$ cat config.mk
export PLATFORM = sky130hd
export DESIGN_NAME = tdm_demux_1xn
export DESIGN_NICKNAME = d
export VERILOG_FILES = /design/src/rtl/mux_pkg.sv /design/src/rtl/tdm_slot_counter.sv /design/src/rtl/tdm_demux_1xn.sv
export SDC_FILE = /design/constraint.sdc
export NUM_CORES = 1
export LEC_CHECK = 0
export BUFFER_PORTS_ARGS = -buffer_cell sky130_fd_sc_hd__buf_4
export CAP_MARGIN = 20
export CORE_MARGIN = 5
export CORE_UTILIZATION = 45
export DETAILED_ROUTE_END_ITERATION = 6
export PLACE_DENSITY = 0.69
export SLEW_MARGIN = 20
export SYNTH_ARGS = -nofsm -noshare
export SYNTH_HDL_FRONTEND = slang
export SYNTH_SLANG_ARGS = --single-unit
$ cat constraint.sdc
create_clock -name clk -period 3.5 [get_ports clk]
set_input_delay 0.7 -clock clk [delete_from_list [all_inputs] [get_ports clk]]
set_output_delay 0.7 -clock clk [all_outputs]
set_load 0.01 [all_outputs]
$ cat src/rtl/mux_pkg.sv
// Shared constants and types for the N:1 TDM selector path (mux and demux).
package mux_pkg;

    localparam int unsigned M = 2;
    localparam int unsigned N = 2 ** M;

    typedef enum logic {
        IDLE    = 1'b0,
        COLLECT = 1'b1
    } state_t;

    typedef logic [M-1:0] slot_t;

endpackage

$ cat src/rtl/tdm_slot_counter.sv
// Slot index counter: synchronous load-to-1, wrap-to-0 and increment, with a terminal flag at N-1.
module tdm_slot_counter #(
    parameter int unsigned M = mux_pkg::M,
    parameter int unsigned N = 2 ** M
) (
    input  logic         clk,
    input  logic         rst_n,
    input  logic         load1,
    input  logic         inc,
    input  logic         wrap,
    output logic [M-1:0] cnt,
    output logic         term_c
);

    // Load wins over wrap, wrap wins over increment.
    always_ff @(posedge clk or negedge rst_n) begin
        if (!rst_n) begin
            cnt <= '0;
        end else if (load1) begin
            cnt <= M'(1);
        end else if (wrap) begin
            cnt <= '0;
        end else if (inc) begin
            cnt <= cnt + M'(1);
        end
    end

    assign term_c = (cnt == M'(N - 1));

endmodule

$ cat src/rtl/tdm_demux_1xn.sv
// Serial TDM demultiplexer: rebuilds an N-bit word from one bit per slot, slot k into bit k.
module tdm_demux_1xn #(
    parameter int unsigned M = mux_pkg::M,
    parameter int unsigned N = 2 ** M
) (
    input  logic         clk,
    input  logic         rst_n,
    input  logic         din,
    input  logic         din_valid,
    input  logic         sof,
    output logic [N-1:0] frame,
    output logic         frame_valid,
    output logic [M-1:0] slot,
    output logic         busy,
    output logic         err
);

    import mux_pkg::*;

    state_t       state, state_d;
    // Slot N-1 is never stored: it goes straight into frame on completion.
    logic [N-2:0] shadow, shadow_d;
    logic [N-1:0] frame_d;
    logic         frame_valid_d;
    logic         busy_d;
    logic         err_d;
    logic         cnt_load1;
    logic         cnt_inc;
    logic         cnt_wrap;
    logic         term_c;

    tdm_slot_counter #(
        .M (M),
        .N (N)
    ) u_slot_counter (
        .clk    (clk),
        .rst_n  (rst_n),
        .load1  (cnt_load1),
        .inc    (cnt_inc),
        .wrap   (cnt_wrap),
        .cnt    (slot),
        .term_c (term_c)
    );

    // State and output registers.
    always_ff @(posedge clk or negedge rst_n) begin
        if (!rst_n) begin
            state       <= IDLE;
            shadow      <= '0;
            frame       <= '0;
            frame_valid <= 1'b0;
            busy        <= 1'b0;
            err         <= 1'b0;
        end else begin
            state       <= state_d;
            shadow      <= shadow_d;
            frame       <= frame_d;
            frame_valid <= frame_valid_d;
            busy        <= busy_d;
            err         <= err_d;
        end
    end

    // Next-state and output logic; an sof beat always restarts at slot 0.
    always_comb begin
        state_d       = state;
        shadow_d      = shadow;
        frame_d       = frame;
        frame_valid_d = 1'b0;
        err_d         = 1'b0;
        cnt_load1     = 1'b0;
        cnt_inc       = 1'b0;
        cnt_wrap      = 1'b0;

        if (din_valid) begin
            if (sof) begin
                err_d       = (state == COLLECT);
                shadow_d    = '0;
                shadow_d[0] = din;
                cnt_load1   = 1'b1;
                state_d     = COLLECT;
            end else if (state == COLLECT) begin
                if (term_c) begin
                    frame_d       = {din, shadow};
                    frame_valid_d = 1'b1;
                    cnt_wrap      = 1'b1;
                    state_d       = IDLE;
                end else begin
                    shadow_d[slot] = din;
                    cnt_inc        = 1'b1;
                end
            end
        end

        busy_d = (state_d == COLLECT);
    end

endmodule

-- Yosys cells after proc, flatten, opt, wreduce, memory -nomap -nowiden
Cells that the tools add are included.
- word-level logic and storage cells: 39
- flip-flop bits (word level): 12
- bits of input ports: 5
- add/subtract/negate cells: 1
- multiplexer cells: 22
- reduce and logical (&&, ||, !) cells: 5
- order comparisons: 2
- bitwise gates (word level): 1
- eq/ne operators: 2
- operators with widths (kind ; number):
    1-bit two-way mux ; 14
    3-bit two-way mux ; 3
    2-bit two-way mux ; 3
    4-bit AND reduction ; 1
    3-bit bitwise mux ; 1
    2-bit by 3-bit < comparator with 1-bit output (second input constant) ; 1
    3-bit AND reduction ; 1
    3-bit nonzero test ; 1
    2-bit by 1-bit adder with 2-bit output (second input constant) ; 1
    1-bit demux with 2-bit select ; 1
    2-bit equality test (second input constant) ; 1
    2-bit by 1-bit greater-or-equal comparator with 1-bit output (second input constant) ; 1
    2-bit != test (second input constant) ; 1
    2-bit nonzero test ; 1
    1-bit logical AND ; 1
    1-bit inverter ; 1

-- Depth between registers and ports, before layout
Gate-level depths: netlist of the first run.
- word-level depth: 8
- mapped depth: 5
- depth with buffers taken out: 5

-- By module
A second synthesis of the first run with hierarchy kept.
- cell total of the unflattened synthesis: 41
- area total of the unflattened synthesis: 533.0 um2
- modules (own cells, without submodules) (module ; instances ; area an instance (um2) ; cells each ; sequential area each (um2)):
    tdm_demux_1xn ; 1 ; 434.2 ; 34 ; 250.2
    tdm_slot_counter ; 1 ; 98.8 ; 7 ; 50.0

-- Worst setup path after synthesis of the first run
No wires, ideal clock.
- kind: reg-to-reg
- from: register u_slot_counter.cnt[0]
- to: register shadow[0]
- library setup time: 125 ps
- buffers on the path: 0
- required time: 3375 ps
- cell stages (with the launch flop): 5
- setup slack: 2012 ps
- data arrival time: 1363 ps
- cells stage by stage: dfrtp_1 -> ha_1 -> and3b_1 -> o21ai_2 -> mux2_4
- cells in the longest elaborated chain, start to end: 8
- elaborated cells between the ends (all ways): 12
- ends and longest elaborated chain (what ; RTL line ; source):
    start: declaration ; tdm_slot_counter.sv:11 ; output logic [M-1:0] cnt,
    start signal: assignment ; tdm_slot_counter.sv:24 ; cnt <= cnt + M'(1);
    2-bit by 3-bit < comparator with 1-bit output (not written as such) or 2-bit by 1-bit greater-or-equal comparator with 1-bit output (tied branches) ; tdm_demux_1xn.sv:89 ; shadow_d[slot] = din;
    1-bit logical AND (not written as such) ; tdm_demux_1xn.sv:89 ;
    1-bit two-way mux (not written as such) ; tdm_demux_1xn.sv:89 ;
    1-bit demux with 2-bit select ; tdm_demux_1xn.sv:89 ;
    3-bit bitwise mux ; tdm_demux_1xn.sv:89 ;
    3-bit two-way mux ; tdm_demux_1xn.sv:83 ; if (term_c) begin
    3-bit two-way mux ; tdm_demux_1xn.sv:82 ; end else if (state == COLLECT) begin
    3-bit two-way mux ; tdm_demux_1xn.sv:76 ; if (sof) begin
    end signal: assignment ; tdm_demux_1xn.sv:56 ; shadow <= shadow_d;
    end: declaration ; tdm_demux_1xn.sv:22 ; logic [N-2:0] shadow, shadow_d;
Parallel ways exist; a longest one is shown, timed or not. The select of a mux whose other input is x is not followed.
A chain may end at the register's enable or synchronous reset.

==> impl_metrics.ini, run 1 <==
[outcome]
status = finished clean

[route]
via_count = 412
wire_per_inst_um = 13.0
drtIter0Drc = 3
drc_errors = 0
wl_um = 1060
dr.pass1.iters = 4
avgViaCountPerCell = 5.02
ant_nets = 0

[yosys]
syn_area_um2 = 598
ys_warn_count = 0
ys_ff_latch = 12
seq_area_frac_synth_pct = 50.2
yosysTopAreaCellShare_pct = 50.2
syn_avg_cell_area_um2 = 11.5
yosys.area.top_type = dfrtp_1
synth.distinct_cells = 19
synth_fp_nets = 61
synth.top_cells.by_area = dfrtp_1, ha_1, nand2_1
synthCells = 52

[global_route]
grt_pass1_vias = 401
grt_use_met1_pct = 14.5
gr-usage-met3_pct = 5.86
grt_max_degree = 13
globalRouteTotalUtil_pct = 12.1
grt_use_met2_pct = 19.2
antenna_found_initial = 0
busiest_layer = met2
gr-total-overflow = 0
grt_pass1_wl_um = 1790

[layout]
finalNetCount = 77
fillCellCount = 113
regArea_um2 = 300
multiInputGateArea_um2 = 260
finish.instance_area_um2 = 736
diodes = 0
syn_to_final_growth_pct = 23.0
drive_above_1_share_pct = 32.8

[place]
gp_congestion = 0.793
dp_slack_ns = 1.91
placed_area_um2 = 699
io_buffers = 13
dp_hpwl_um = 862

[timing]
fin_crit_ns = 1.68
hold_violations = 0
finalSetupTns_ns = 0
period_share_pct = 48.1
max_freq_ghz = 0.593
max-slew-margin-rel_pct = 78.5
slew_violations = 0
fin_worst_skew_ns = 0.000817
worstMarginPinSlew_ns = 0.322
setup_viol = 0
worst_slack_ns = 1.82
rsz0062_at_grt = false

[cts]
clock-root-buffer = clkbuf_4
insertion_delay_ns = 0.26
htreeDepth = 1
clk_pin_slew_ns = 0.07
cts.sinks = 12
cts_resized = 0
postCtsSetupRepairBufs = 0
cts_tree = done
clockBufferDepth = 2
cts_made_buffers = 3
hold_buffers = 0

[critical_path]
critPathLaunchType = flop
path_delay_family = flip-flops
path_buf_inv = 1
slowest_delay_ns = 0.53
arrival_ns = 0.98
crit_fanout = 10
end_kind = output pin
path_cells = buf_4
cp.required_ns = 2.80
slowest_stage = dfrtp_1
critical_path_class = reg2out

[floorplanning]
dieArea_mm2 = 0.00216
io_pins = 14
die_y_um = 46.5
dieWidth_um = 46.5
start_util_pct = 46.5
num_rows = 13
core_mm2 = 0.00128

[worst_hold_path]
hp-class = in2async

[power]
ir_drop_mv = 0.411
p_leak_uw = 0.000392
p_per_area_mw_per_mm2 = 768

[run]
maxCapViolCount = 0
## logic make-up after synthesis
group | synth area share [%]
AO/OA/AOI/OAI | 9.83
buffers and inverters | 6.28
flip-flops | 50.2
AND/OR/NAND/NOR | 15.7
multiplexers | 9.62
adder cells (fa/ha/maj) | 8.37
## worst paths after layout
path	start	to	slack [ns]	cells past startpoint
setup / recovery	state	busy	1.82	1
hold / removal	rst_n	frame[0]	0.26	1
min in group clk	frame[1]	frame[1]	0.50	2
max in group asynchronous	rst_n	frame[3]	3.10	1
hold reg to reg	frame[1]	frame[1]	0.50	2
setup reg to reg	u_slot_counter.cnt[0]	shadow[0]	1.92	4
## cell type report
class,instances,area share [%]
multi-input cells,32,35.4
inverters,6,3.06
well taps,15,2.55
clock buffers,4,4.93
flip-flops and latches,12,40.8
repair buffers,13,13.3
## cells in the final DEF, fill, tap and decap left out
| cell type | instances |
|---|---|
| clkbuf_4 | 3 |
| o22ai_1 | 2 |
| clkbuf_8 | 1 |
| dfrtp_1 | 12 |
| ha_1 | 4 |
| o21ai_2 | 1 |
| nand2_1 | 7 |
| and3_1 | 1 |
| a22o_1 | 1 |
| nor3b_1 | 1 |
| nand4b_4 | 1 |
| mux2_4 | 1 |
| o21ai_0 | 4 |
| and3b_1 | 1 |
| and2_1 | 1 |
| mux2_2 | 2 |
| nand3b_1 | 2 |
| o41ai_1 | 1 |
| mux2i_1 | 2 |
| buf_4 | 13 |
| inv_1 | 6 |
## flip-flops by register name, indices dropped and copies added, names as in the netlist
register,count
state,1
u_slot_counter.cnt,2
err,1
frame_valid,1
frame,4
shadow,3
## power by group
part | switching [uW] | leakage, uW | internal (uW)
combinational | 105 | 0.000219 | 118
clock | 42.9 | 0.0000210 | 63.1
sequential | 46.8 | 0.000151 | 189
## Yosys cell counts
library cell and n:
a22o_1 1, and2_1 1, and3_1 1, and3b_1 1, buf_4 2, dfrtp_1 12
ha_1 4, inv_1 6, mux2_2 2, mux2_4 1, mux2i_1 2, nand2_1 7
nand3b_1 2, nand4b_4 1, nor3b_1 1, o21ai_0 4, o21ai_2 1, o22ai_1 2
o41ai_1 1
## per-stage QoR
step,power (uW),std cells,util (%),hold WS [ns]
after floorplan,374,52,-,0.404
after global placement,458,78,54.4,0.478
after detailed placement,468,78,54.4,0.488
after CTS,574,82,57.3,0.254
after global routing,609,82,57.3,0.249
final,565,82,57.3,0.255
## layer usage
layer | vias up | part of all wire, % | wire [um]
met3 | 0 | 7.3 | 78
met2 | 12 | 50 | 536
met4 | 0 | 0 | 0
li1 | 207 | - | -
met1 | 193 | 42 | 449
met5 | - | 0 | 0
Power figures use the tool's default switching activity.
==> run 2, diff against run 1 <==
Clock period 3.5 ns to 1.6 ns, I/O delays scaled along.
==> impl_metrics.ini, run 2 (synthesized netlist as in run 1, its figures left out) <==
[route]
wl_um = 1070
ant_nets = 0
dr.pass1.iters = 4
wire_per_inst_um = 12.9
via_count = 421
drc_errors = 0
drtIter0Drc = 3
avgViaCountPerCell = 5.07

[cts]
cts.sinks = 12
cts_tree = done
htreeDepth = 1
clock-root-buffer = clkbuf_4
insertion_delay_ns = 0.27
clockBufferDepth = 2
postCtsSetupRepairBufs = 0
clk_pin_slew_ns = 0.08
cts_made_buffers = 3

[global_route]
grt_max_degree = 13
antenna_found_initial = 0
grt_pass1_vias = 416
grt_pass1_wl_um = 1760
globalRouteTotalUtil_pct = 12.2
gr-total-overflow = 0

[layout]
final_cell_mix = buf_4, dfrtp_1, nand2_1
fillCellCount = 114
drive_above_1_share_pct = 33.8
regArea_um2 = 300
final_common_cell = buf_4
finalNetCount = 78
fin_cells = 83
multiInputGateArea_um2 = 263
syn_to_final_growth_pct = 25.1
largest_reg_flops = 4
largest_register = frame
reg.largest.list = frame (4), shadow (3), u_slot_counter.cnt (2)
diodes = 0

[floorplanning]
dieWidth_um = 46.5
die_y_um = 46.5
num_rows = 13
io_pins = 14
core_mm2 = 0.00128
dieArea_mm2 = 0.00216
start_util_pct = 46.5

[timing]
rsz0062_at_grt = false
max-slew-margin-rel_pct = 78.0
setup_viol = 0
period_share_pct = 92.1
fin_worst_skew_ns = 0.00197
finalSetupTns_ns = 0
max_freq_ghz = 0.679
fin_crit_ns = 1.47
hold_violations = 0
worstMarginPinSlew_ns = 0.330
slew_violations = 0

[place]
dp.cells = 78
gp_congestion = 0.905
io_buffers = 13
dp_hpwl_um = 809

[critical_path]
cp.required_ns = 1.76
r2r_end = shadow[0]
crit_fanout = 7
arrival_ns = 1.63
crit_start = u_slot_counter.cnt[0]
critical_path_class = reg2reg
endpoint = shadow[0]
end_kind = flop
timing.rr.start = u_slot_counter.cnt[0]
r2r_setup_slack_ns = 0.13
reg2regPathDepth = 4
critPathLaunchType = flop

[power]
p_per_area_mw_per_mm2 = 1650
power_uw = 1240
ir_drop_mv = 0.729
p_leak_uw = 0.000394

[outcome]
status = finished clean

[run]
maxCapViolCount = 0

[worst_hold_path]
hp-class = in2reg
==> run 2: cell count changes in the layout (fill, tap and decap cells not counted), sizes merged <==
cell,previous run,this run
dlygate4sd3,0,1
==> run 2: metrics by stage <==
| stage | utilization, % | setup slack, ns | instance area, um^2 | hold WS [ns] |
|---|---|---|---|---|
| after detailed placement | 54.4 | 0.0912 | 699 | 0.169 |
| after CTS | 58.0 | 0.0629 | 746 | 0.290 |
| after global placement | 54.4 | 0.123 | 699 | 0.168 |
| after floorplan | - | 0.112 | 598 | 0.0244 |
| final | 58.2 | 0.127 | 748 | 0.296 |
| after global routing | 58.2 | 0.0348 | 748 | 0.290 |
==> run 2: area by class of cell <==
class | count | area share, %
multi-input cells | 32 | 35.1
flip-flops and latches | 12 | 40.1
clock buffers | 4 | 4.85
repair buffers | 14 | 14.4
well taps | 15 | 2.51
inverters | 6 | 3.01
==> run 2: metal layers <==
metal	GRT usage, %	share of wire, %	vias to the layer above	routed length [um]
met5	0	0	-	0
met4	6.82	0	0	0
met3	3.52	6.3	0	68
met2	19.5	50	8	538
met1	14.5	43	201	467
li1	-	-	212	-
==> run 2: what timing repair did <==
action                                  CTS  global route
hold endpoints to repair                 12             0
resized for setup                         0             1
endpoints found under the setup margin    0             1
hold buffers                              1             0
==> run 2: worst max-delay path: stages, from the launching register on <==
cell and delay [ns]:
dfrtp_1 0.44, ha_2 0.29, and3b_1 0.20, o21ai_2 0.12
mux2_4 0.31
==> run 2: worst min-delay path by stage <==
stage	depth (start not counted)	slack, ns	to	from
floorplan	0	0.02	err	rst_n
global placement	1	0.17	shadow[2]	rst_n
detailed placement	1	0.17	err	rst_n
CTS	2	0.29	shadow[2]	sof
global route	2	0.29	shadow[0]	din
finish	2	0.30	shadow[2]	sof
==> run 2: power breakdown <==
group	total [uW]	internal, uW	switching (uW)
clock network	239	138	101
logic	485	263	222
registers	512	413	98.7
total	1240	814	422
